==> config.mk <==
export PLATFORM = sky130hd
export DESIGN_NAME = pad_bank_oe_arbiter
export DESIGN_NICKNAME = d
export VERILOG_FILES = /design/src/rtl/pad_arb_pkg.sv /design/src/rtl/pad_in_sync.sv /design/src/rtl/pad_bank_oe_arbiter.sv
export SDC_FILE = /design/constraint.sdc
export NUM_CORES = 1
export LEC_CHECK = 0
export BUFFER_PORTS_ARGS = -buffer_cell sky130_fd_sc_hd__buf_2
export CAP_MARGIN = 20
export CORE_MARGIN = 1
export CORE_UTILIZATION = 41
export DETAILED_ROUTE_END_ITERATION = 8
export GPL_ROUTABILITY_DRIVEN = 1
export PLACE_DENSITY = 0.84
export SLEW_MARGIN = 20
export SYNTH_ARGS = -nofsm -noshare
export SYNTH_HDL_FRONTEND = slang
export SYNTH_SLANG_ARGS = --single-unit
export TNS_END_PERCENT = 100
==> constraint.sdc <==
create_clock -name HCLK -period 2.4 [get_ports HCLK]
set_clock_uncertainty 0.15 [all_clocks]
set_input_delay 0.48 -clock HCLK [delete_from_list [all_inputs] [get_ports HCLK]]
set_output_delay 0.48 -clock HCLK [all_outputs]
set_load 0.02 [all_outputs]
==> src/rtl/pad_arb_pkg.sv <==
`default_nettype none
// ============================================================================
// Package     : pad_arb_pkg
// Description : Shared types for the pad bank OE arbiter: arbiter state
//               encoding, bank owner encoding, turnaround counter width and
//               a helper mapping an owner to its grant state.
// Revision    : 1.0 - initial release
// ============================================================================
package pad_arb_pkg;

    // Counter width for the turnaround countdown (TURN_CYCLES max 15)
    localparam int c_turn_cnt_w = 4;

    typedef enum logic [1:0] {
        IDLE  = 2'd0,
        GNT_A = 2'd1,
        GNT_B = 2'd2,
        TURN  = 2'd3
    } arb_state_t;

    typedef enum logic {
        OWN_A = 1'b0,
        OWN_B = 1'b1
    } owner_t;

    // Grant state that hands the bank to the given owner
    function automatic arb_state_t grant_state(input owner_t owner);
        return (owner == OWN_A) ? GNT_A : GNT_B;
    endfunction

endpackage
`default_nettype wire

==> src/rtl/pad_in_sync.sv <==
`default_nettype none
// ============================================================================
// Module      : pad_in_sync
// Description : NPADS-wide, SYNC_STAGES-deep flop chain that brings the
//               asynchronous pad inputs into the clock domain. All stages
//               reset asynchronously to 0.
// Ports       : clk  - clock
//               rst  - asynchronous active-high reset
//               i_d  - asynchronous pad data
//               o_q  - synchronised data (SYNC_STAGES cycles latency)
// Revision    : 1.0 - initial release
// ============================================================================
module pad_in_sync #(
    parameter int NPADS       = 16,
    parameter int SYNC_STAGES = 2
) (
    input  logic             clk,
    input  logic             rst,
    input  logic [NPADS-1:0] i_d,
    output logic [NPADS-1:0] o_q
);

    logic [NPADS-1:0] r_stage [SYNC_STAGES];

    always_ff @(posedge clk or posedge rst) begin
        if (rst) begin
            for (int s = 0; s < SYNC_STAGES; s++) begin
                r_stage[s] <= '0;
            end
        end else begin
            r_stage[0] <= i_d;
            for (int s = 1; s < SYNC_STAGES; s++) begin
                r_stage[s] <= r_stage[s-1];
            end
        end
    end

    assign o_q = r_stage[SYNC_STAGES-1];

endmodule
`default_nettype wire

==> src/rtl/pad_bank_oe_arbiter.sv <==
`default_nettype none
// ============================================================================
// Module      : pad_bank_oe_arbiter
// Description : Shares one bank of bidirectional OE pads between requester A
//               (GPIO) and requester B (alternate function). The whole bank is
//               granted to one requester at a time, non-preemptively; every
//               handover passes through TURN_CYCLES of forced OE-low so two
//               drivers never overlap on a pad. Pad inputs are synchronised
//               and returned only to the current owner.
// Macro       : PADARB_CONTENTION_DETECT_EN - when defined, the driven pad
//               value is delayed to line up with the synchronised pad input
//               and any pad driven for 2 consecutive cycles that reads back a
//               different level sets a sticky contention_err bit. When
//               undefined, contention_err is tied 0 and err_clr is ignored.
// Ports       : HCLK, HRESET (async, active-high)
//               a_req/a_gnt/a_o/a_oe/a_i - requester A
//               b_req/b_gnt/b_o/b_oe/b_i - requester B
//               pad_o/pad_oe/pad_i       - pad bank nets
//               busy                     - arbiter not idle
//               err_clr/contention_err   - sticky per-pad contention flags
// Revision    : 1.0 - initial release
// ============================================================================
module pad_bank_oe_arbiter
    import pad_arb_pkg::*;
#(
    parameter int NPADS       = 16,
    parameter int TURN_CYCLES = 2,
    parameter int SYNC_STAGES = 2
) (
    input  logic             HCLK,
    input  logic             HRESET,
    input  logic             a_req,
    output logic             a_gnt,
    input  logic [NPADS-1:0] a_o,
    input  logic [NPADS-1:0] a_oe,
    output logic [NPADS-1:0] a_i,
    input  logic             b_req,
    output logic             b_gnt,
    input  logic [NPADS-1:0] b_o,
    input  logic [NPADS-1:0] b_oe,
    output logic [NPADS-1:0] b_i,
    output logic [NPADS-1:0] pad_o,
    output logic [NPADS-1:0] pad_oe,
    input  logic [NPADS-1:0] pad_i,
    output logic             busy,
    input  logic             err_clr,
    output logic [NPADS-1:0] contention_err
);

    localparam logic [c_turn_cnt_w-1:0] c_turn_load = c_turn_cnt_w'(TURN_CYCLES);
    localparam logic [c_turn_cnt_w-1:0] c_cnt_one   = c_turn_cnt_w'(1);

    arb_state_t              r_state;
    arb_state_t              w_state_nxt;
    owner_t                  r_last_owner;
    owner_t                  w_last_owner_nxt;
    logic [c_turn_cnt_w-1:0] r_cnt;
    logic [c_turn_cnt_w-1:0] w_cnt_nxt;
    logic                    r_a_gnt;
    logic                    r_b_gnt;
    logic [NPADS-1:0]        r_pad_o;
    logic [NPADS-1:0]        w_pad_o_nxt;
    logic [NPADS-1:0]        r_pad_oe;
    logic [NPADS-1:0]        w_pad_oe_nxt;
    logic [NPADS-1:0]        w_sync;

    // ------------------------------------------------------------------------
    // State / output registers. Async reset drops pad_oe immediately so the
    // pads are released the instant HRESET rises, not at the next edge.
    // ------------------------------------------------------------------------
    always_ff @(posedge HCLK or posedge HRESET) begin
        if (HRESET) begin
            r_state      <= IDLE;
            r_last_owner <= OWN_B;
            r_cnt        <= '0;
            r_a_gnt      <= 1'b0;
            r_b_gnt      <= 1'b0;
            r_pad_o      <= '0;
            r_pad_oe     <= '0;
        end else begin
            r_state      <= w_state_nxt;
            r_last_owner <= w_last_owner_nxt;
            r_cnt        <= w_cnt_nxt;
            r_a_gnt      <= (w_state_nxt == GNT_A);
            r_b_gnt      <= (w_state_nxt == GNT_B);
            r_pad_o      <= w_pad_o_nxt;
            r_pad_oe     <= w_pad_oe_nxt;
        end
    end

    // ------------------------------------------------------------------------
    // Next-state and next pad drive. pad_oe defaults low so any state other
    // than a continuing grant releases the bank; pad_o simply holds.
    // ------------------------------------------------------------------------
    always_comb begin
        w_state_nxt      = r_state;
        w_last_owner_nxt = r_last_owner;
        w_cnt_nxt        = r_cnt;
        w_pad_o_nxt      = r_pad_o;
        w_pad_oe_nxt     = '0;

        case (r_state)
            IDLE: begin
                if (a_req && b_req) begin
                    // Tie goes to whoever did not own the bank last
                    w_state_nxt = (r_last_owner == OWN_B) ? grant_state(OWN_A)
                                                          : grant_state(OWN_B);
                end else if (a_req) begin
                    w_state_nxt = GNT_A;
                end else if (b_req) begin
                    w_state_nxt = GNT_B;
                end
            end
            GNT_A: begin
                if (a_req) begin
                    w_pad_o_nxt  = a_o;
                    w_pad_oe_nxt = a_oe;
                end else begin
                    w_state_nxt      = TURN;
                    w_last_owner_nxt = OWN_A;
                    w_cnt_nxt        = c_turn_load;
                end
            end
            GNT_B: begin
                if (b_req) begin
                    w_pad_o_nxt  = b_o;
                    w_pad_oe_nxt = b_oe;
                end else begin
                    w_state_nxt      = TURN;
                    w_last_owner_nxt = OWN_B;
                    w_cnt_nxt        = c_turn_load;
                end
            end
            TURN: begin
                // Requests are ignored; arbitration resumes from IDLE
                w_cnt_nxt = r_cnt - c_cnt_one;
                if (r_cnt == c_cnt_one) begin
                    w_state_nxt = IDLE;
                end
            end
            default: begin
                w_state_nxt = IDLE;
            end
        endcase
    end

    // ------------------------------------------------------------------------
    // Input synchroniser; only the current owner sees pad data
    // ------------------------------------------------------------------------
    pad_in_sync #(
        .NPADS       (NPADS),
        .SYNC_STAGES (SYNC_STAGES)
    ) u_pad_in_sync (
        .clk (HCLK),
        .rst (HRESET),
        .i_d (pad_i),
        .o_q (w_sync)
    );

    assign a_gnt  = r_a_gnt;
    assign b_gnt  = r_b_gnt;
    assign a_i    = r_a_gnt ? w_sync : '0;
    assign b_i    = r_b_gnt ? w_sync : '0;
    assign pad_o  = r_pad_o;
    assign pad_oe = r_pad_oe;
    assign busy   = (r_state != IDLE);

`ifdef PADARB_CONTENTION_DETECT_EN
    // ------------------------------------------------------------------------
    // Contention checker. The driven value is delayed by the synchroniser
    // depth so it is compared against the read-back of the same cycle. The
    // two-cycle OE qualifier masks the first cycle after OE rises, when the
    // pad may still be slewing from its previous level.
    // ------------------------------------------------------------------------
    logic [NPADS-1:0] r_o_dly  [SYNC_STAGES];
    logic [NPADS-1:0] r_oe_dly [SYNC_STAGES];
    logic [NPADS-1:0] r_oe_prev;
    logic [NPADS-1:0] r_err;
    logic [NPADS-1:0] w_o_d;
    logic [NPADS-1:0] w_oe_d;
    logic [NPADS-1:0] w_clash;

    assign w_o_d   = r_o_dly[SYNC_STAGES-1];
    assign w_oe_d  = r_oe_dly[SYNC_STAGES-1];
    assign w_clash = w_oe_d & r_oe_prev & (w_sync ^ w_o_d);

    always_ff @(posedge HCLK or posedge HRESET) begin
        if (HRESET) begin
            for (int s = 0; s < SYNC_STAGES; s++) begin
                r_o_dly[s]  <= '0;
                r_oe_dly[s] <= '0;
            end
            r_oe_prev <= '0;
            r_err     <= '0;
        end else begin
            r_o_dly[0]  <= r_pad_o;
            r_oe_dly[0] <= r_pad_oe;
            for (int s = 1; s < SYNC_STAGES; s++) begin
                r_o_dly[s]  <= r_o_dly[s-1];
                r_oe_dly[s] <= r_oe_dly[s-1];
            end
            r_oe_prev <= w_oe_d;
            // A new clash in the same cycle as err_clr keeps the flag set
            r_err     <= (err_clr ? '0 : r_err) | w_clash;
        end
    end

    assign contention_err = r_err;
`else
    logic w_unused_err_clr;

    assign w_unused_err_clr = err_clr;
    assign contention_err   = '0;
`endif

endmodule
`default_nettype wire

==> results of run 1 <==
## layer usage
metal  share of wire [%]  vias up  wire length (um)
met3                 9.8        6               632
met5                   0        -                 0
met1                  38     1108              2453
li1                    -     1137                 -
met4                 1.5        0                96
met2                  51      131              3283
## layout make-up
type	instances	area share [%]
timing repair buffer	155	19.01
clock buffer	9	2.940
inverter	6	0.6237
clock inverter	7	1.426
tap	102	3.029
multi-input combinational	161	29.58
sequential	73	43.39
## stage by stage
| step | power (uW) | setup WS, ns |
|---|---|---|
| finish | 4779 | 0.2116 |
| floorplan | 3388 | 0.5496 |
| detailed placement | 3945 | 0.2373 |
| global placement | 3853 | 0.2916 |
| global route | 5118 | 0.03238 |
| CTS | 4835 | 0.2122 |
## registers in the layout, indices dropped and copies added (netlist names)
signal / cells
a_gnt: 1
b_gnt: 1
pad_o: 16
pad_oe: 16
r_cnt: 4
r_last_owner: 1
r_state: 2
u_pad_in_sync.o_q: 16
u_pad_in_sync.r_stage: 16
## worst max-delay path, delay by kind of cell, from the launching register on
kind	cells	cell delay, ns
buffers and inverters	1	0.12
and+or+nand+nor	2	0.76
adders and majority gates	1	0.39
DFF	1	0.44
AOI/OAI and AO/OA	1	0.24
## cell usage in the layout (no fill, tap or decap), types with 2 or more instances in the layout
cell type / n
and2_1: 34
mux2_4: 10
clkinvlp_4: 4
or3_1: 2
buf_2: 150
inv_1: 5
ha_1: 7
dfrtp_1: 72
nand2_1: 2
mux2_2: 16
nor3_1: 4
buf_4: 4
a21oi_1: 2
a22oi_1: 16
inv_6: 3
o21ai_0: 3
mux2_1: 6
nand3_1: 2
nor2b_1: 19
conb_1: 16
nor2_1: 5
o21ai_1: 2
clkbuf_8: 9
## worst paths after layout
path / from / slack (ns) / end / depth (start not counted)
setup / recovery: r_state[0] / 0.21 / pad_oe[1] / 5
max in group asynchronous: HRESET / 1.43 / pad_oe[1] / 3
setup reg to reg: r_state[0] / 0.21 / pad_oe[1] / 5
hold reg to reg: u_pad_in_sync.r_stage[17] / 0.20 / u_pad_in_sync.o_q[1] / 0
hold / removal: HRESET / 0.07 / pad_o[9] / 2
min in group HCLK: pad_i[11] / 0.09 / u_pad_in_sync.r_stage[27] / 1
## power groups by stage
stage | combinational (uW) | sequential (uW) | clock [uW]
2_1_floorplan | 1460 | 1920 | 0
3_3_place_gp | 2160 | 1700 | 0
3_5_place_dp | 2230 | 1710 | 0
4_1_cts | 2240 | 1690 | 910
5_1_grt | 2410 | 1730 | 976
6_report | 2220 | 1690 | 877
## cells by family (layout without fill, tap and decap cells)
kind of cell / count (synthesis) / in the layout / share of synthesized area (%)
mux: 32 / 32 / 12.29
flops: 73 / 73 / 56.47
other cells: 1 / 16 / 0.1159
buf+inv: 35 / 177 / 6.764
simple gates: 74 / 74 / 14.38
fa+ha+maj: 7 / 7 / 2.706
compound gates: 32 / 32 / 7.268
==> metrics.yaml, run 1 <==
status:
  status: "finished, final reports clean"
synthesis:
  synth_common_cells: "dfrtp_1 (72), and2_1 (34), nor2b_1 (19)"
  synth_area_um2: 3237
  synth_top_area_share_pct: 55.66
  synth.ff_latch_count: 73
  synth.largest_area_cell: "dfrtp_1"
  ys_warn_count: 0
  synth_edf_count: 0
  synthTopCellsByArea: "dfrtp_1 (56%), and2_1 (6.6%), mux2_2 (5.6%)"
  syn_area_per_cell_um2: 12.74
  synthDistinctLibCells: 38
  synth-async-reset-ratio_pct: 100.0
  synth.most_common_cell: "dfrtp_1"
  syn-instance-count: 254
  synth-main-ff-cell: "dfrtp_1"
  ys_seq_area_share_pct: 56.47
routing:
  final_antenna_net_count: 0
  vias: 2382
  drt-initial-drc-count: 25
  dr.pass1.iters: 5
  wl_per_cell_um: 12.60
  viasPerCell: 4.643
  drc: 0
  wirelength_um: 6466
worst_setup_path:
  start_kind: "flop"
  slowest_delay_ns: 0.62
  cp.arrival_ns: 2.31
  crit_chain: "inv_1, ha_1, and2_1, a22oi_1, nor2b_1"
  cp_slowest_cell: "and2_1"
  worstPathRequired_ns: 2.52
  path_class: "flop to flop"
  cp-end-kind: "flop"
  worstPathMaxFanout: 16
cells_and_area:
  multi_input_area_um2: 1246
  finalInstanceArea_um2: 4213
  fin_util_pct: 54.80
  num_antenna_cells: 0
  fin_nets: 498
  drive_gt1_share_pct: 49.15
  stdcell_count: 513
  seqCellArea_um2: 1828
  syn_to_final_growth_pct: 30.15
  num-fill-cells: 649
hold_path:
  worst_hold_path_type: "input pin to async pin"
grt:
  overflow: 0
  grt_start_max_net_pins: 33
  antenna_found_initial: 0
  grt_pass1_wl_um: 10640
  grtUsageMet1_pct: 18.08
  grtUsageMet2_pct: 29.17
  grt_pass1_vias: 2325
  grtUsageTotal_pct: 16.77
  met3_usage_pct: 6.145
  busiest_layer: "met2"
run:
  cap_violations: 0
clock_tree:
  cts_sinks: 73
  path_clk_slew_ns: 0.09
  cts-hold-fix-buffers: 0
  clkLatencyLatePin_ns: 0.34
  cts_buffers: 9
  htree_levels: 3
  root_buffer: "clkbuf_8"
  cts_tree: "yes"
  clockBufferDepth: 2
  cts-resized-gates: 0
  cts_setup_buffers: 0
pwr:
  p_sw_share_pct: 38.68
  clkPwrFrac_pct: 18.3
  power_leakage_uw: 0.002191
  p_per_area_nw_per_um2: 1134
  power.internal_uw: 2930
  power_frac_seq_pct: 35.3
  peakVddDrop_uv: 773.1
  p_switching_uw: 1849
  comb_power_share_pct: 46.4
die:
  pin_count: 168
  start_util_pct: 42.11
  die_h_um: 90.85
  rows: 32
  die_w_um: 90.85
  coreArea_um2: 7687
  design.die.area_um2: 8254
sta:
  finalHoldViolations: 0
  rsz0062_at_grt: "no"
  period_needed_ns: 2.188
  slew_violations: 0
  fin_setup_tns_ns: 0
  hold_ws_ns: 0.06739
  tightest_slew_ns: 0.6636
  relSlewSlack_pct: 55.76
  max_freq_ghz: 0.4569
  period_share_pct: 91.18
  setup_viol: 0
place:
  numPortBuffers: 150
  dp_hpwl_um: 4952
  gp_congestion: 0.8432
  dp.cells: 497
  place_area_um2: 4029
Note: power is estimated with default switching activity, not from simulation.
==> run 2, diff against run 1 <==
--- a/config.mk
+++ b/config.mk
@@ -5,6 +5,7 @@
 export SDC_FILE = /design/constraint.sdc
 export NUM_CORES = 1
 export LEC_CHECK = 0
+export ABC_AREA = 1
 export BUFFER_PORTS_ARGS = -buffer_cell sky130_fd_sc_hd__buf_2
 export CAP_MARGIN = 20
 export CORE_MARGIN = 1
==> run 2 against run 1 <==
Net effect:
- sequential cell count stayed put
- first-iteration DRC count rose to 2.8 times the previous value
- wire length grew 4.7%
- power down 0.65%
- synthesized area grew 0.35%
- count of clock-buffer cells in the layout is 1 higher
- highest routed layer unchanged
==> metrics.yaml, run 2 <==
status:
  status: "finished, final reports clean"
sta:
  finalHoldViolations: 0
  fin_setup_tns_ns: 0
  period_needed_ns: 2.032
  setup_viol: 0
  tightest_slew_ns: 0.5750
  period_share_pct: 84.68
  rsz0062_at_grt: "no"
  relSlewSlack_pct: 61.66
  max_freq_ghz: 0.4920
  slew_violations: 0
routing:
  dr_wl_met2_um: 3670
  met1_length_um: 2668
  viasPerCell: 4.486
  dr.pass1.iters: 4
  wl_per_cell_um: 10.89
  drc: 0
  final_antenna_net_count: 0
  drt-initial-drc-count: 71
  top_layer: "met4"
  wirelength_um: 6771
  routed-wl-met3_um: 329
  vias: 2790
clock_tree:
  clkLatencyLatePin_ns: 0.34
  cts-hold-fix-buffers: 0
  cts_tree: "yes"
  root_buffer: "clkbuf_8"
  clockBufferDepth: 2
  htree_levels: 3
  path_clk_slew_ns: 0.08
  cts_sinks: 73
  cts-resized-gates: 0
  cts_setup_buffers: 0
  cts_buffers: 9
synthesis:
  synth-main-ff-cell: "dfrtp_1"
  synth.most_common_cell: "nand2_1"
  synthDistinctLibCells: 22
  synthTopCellsByArea: "dfrtp_1 (55%), nand2_1 (13%), inv_1 (6.9%)"
  syn-instance-count: 367
  syn_area_per_cell_um2: 8.850
  ys_seq_area_share_pct: 56.28
  synth.largest_area_cell: "dfrtp_1"
  ys_warn_count: 0
  synth_edf_count: 0
  synth_area_um2: 3248
  synth_top_area_share_pct: 55.47
  synth_common_cells: "nand2_1 (111), dfrtp_1 (72), inv_1 (60)"
  synth-async-reset-ratio_pct: 100.0
  synth.ff_latch_count: 73
place:
  dp_hpwl_um: 5087
  numPortBuffers: 150
  gp_congestion: 0.7865
grt:
  antenna_found_initial: 0
  grtUsageTotal_pct: 17.74
  grt_start_max_net_pins: 74
  grt_pass1_vias: 2798
  overflow: 0
  grt_pass1_wl_um: 11610
die:
  die_h_um: 91.01
  coreArea_um2: 7687
  die_w_um: 91.01
  rows: 32
  pin_count: 168
  design.die.area_um2: 8282
  start_util_pct: 42.25
worst_setup_path:
  path_class: "flop to output port"
  cp.arrival_ns: 1.40
  reg2regPathDepth: 8
  r2r_start: "r_state[0]"
  path_buf_inv: 2
  timing.rr.end: "a_gnt"
  critPathCapture: "a_i[9]"
  worstSetupStartpoint: "a_gnt"
  slowest_delay_ns: 0.71
  start_kind: "flop"
  cp-end-kind: "output port"
  crit_chain: "nand2_1, inv_1, buf_2"
  cp_slowest_cell: "dfrtp_1"
  crit_cells: 3
  r2r_slack_ns: 0.47
  worstPathMaxFanout: 17
  path_delay_family: "flip-flops"
  worstPathRequired_ns: 1.77
pwr:
  peakVddDrop_uv: 735.3
  p_per_area_nw_per_um2: 1125
  power_leakage_uw: 0.002478
cells_and_area:
  syn_to_final_growth_pct: 29.89
  fin_nets: 607
  fin_util_pct: 54.88
  num-fill-cells: 719
  final_cell_mix: "buf_2 (150), nand2_1 (111), dfrtp_1 (72)"
  mostFrequentLayoutCell: "buf_2"
  drive_gt1_share_pct: 33.65
  num_antenna_cells: 0
run:
  cap_violations: 0
hold_path:
  worst_hold_path_type: "input pin to async pin"
## run 2: cell count changes after synthesis, sizes merged, moves of 8 or more
cell,delta
o21a,+16
mux2,-32
o21ai,+16
a21oi,+20
nand2,+111
inv,+57
and2,-34
nor2,+8
nor2b,-20
a22oi,-16
## run 2: final cells by class
type                    count  area, um^2  share of cell area (%)
clock inverters             6       90.09                   2.135
inverters                  64       244.0                   5.783
flip-flops and latches     73        1828                   43.33
clock buffers              10       127.6                   3.025
repair buffers            152       778.2                   18.45
well taps                 102       127.6                   3.025
multi-input cells         215        1023                   24.26
## run 2: where the power goes
| group | internal (uW) | switching [uW] |
|---|---|---|
| clock network | 591 | 450 |
| logic | 697 | 1310 |
| registers | 1510 | 192 |
## run 2: worst min-delay path by stage
stage / slack [ns] / start / to / cells after the start
floorplan: 0.18 / u_pad_in_sync.r_stage[16] / u_pad_in_sync.o_q[0] / 0
global placement: 0.18 / u_pad_in_sync.r_stage[25] / u_pad_in_sync.o_q[9] / 0
detailed placement: 0.18 / u_pad_in_sync.r_stage[25] / u_pad_in_sync.o_q[9] / 0
CTS: 0.08 / pad_i[15] / u_pad_in_sync.r_stage[31] / 1
global route: 0.08 / pad_i[15] / u_pad_in_sync.r_stage[31] / 1
finish: 0.07 / HRESET / pad_oe[13] / 3
## run 2: logic make-up after synthesis
family,Yosys count,synth area share [%]
simple gates,132,16.45
buf+inv,94,13.94
flops,73,56.28
compound gates,60,10.52
fa+ha+maj,7,2.696
other cells,1,0.1155
## run 2: routing by layer
layer  GRT usage (%)  up-vias
met4           7.011        0
li1                -     1369
met1           18.54     1322
met5               0        -
met3           3.936       14
met2           34.09       85
## run 2: stage by stage
| stage | std cells | hold WS (ns) | worst slack, ns | area [um^2] | power (uW) |
|---|---|---|---|---|---|
| after global routing | 622 | 0.07587 | 0.2202 | 4219 | 5110 |
| after CTS | 622 | 0.07682 | 0.3303 | 4219 | 4812 |
| after global placement | 606 | 0.1825 | 0.5627 | 4001 | 3665 |
| final | 622 | 0.07054 | 0.3676 | 4219 | 4748 |
| after detailed placement | 606 | 0.1847 | 0.4805 | 4001 | 3759 |
| after floorplan | 382 | 0.1812 | 0.7058 | 3308 | 3272 |
## run 2: worst min-delay path, delay by kind of cell
| kind | cells | cell delay (ns) |
|---|---|---|
| buffers and inverters | 3 | 0.49 |
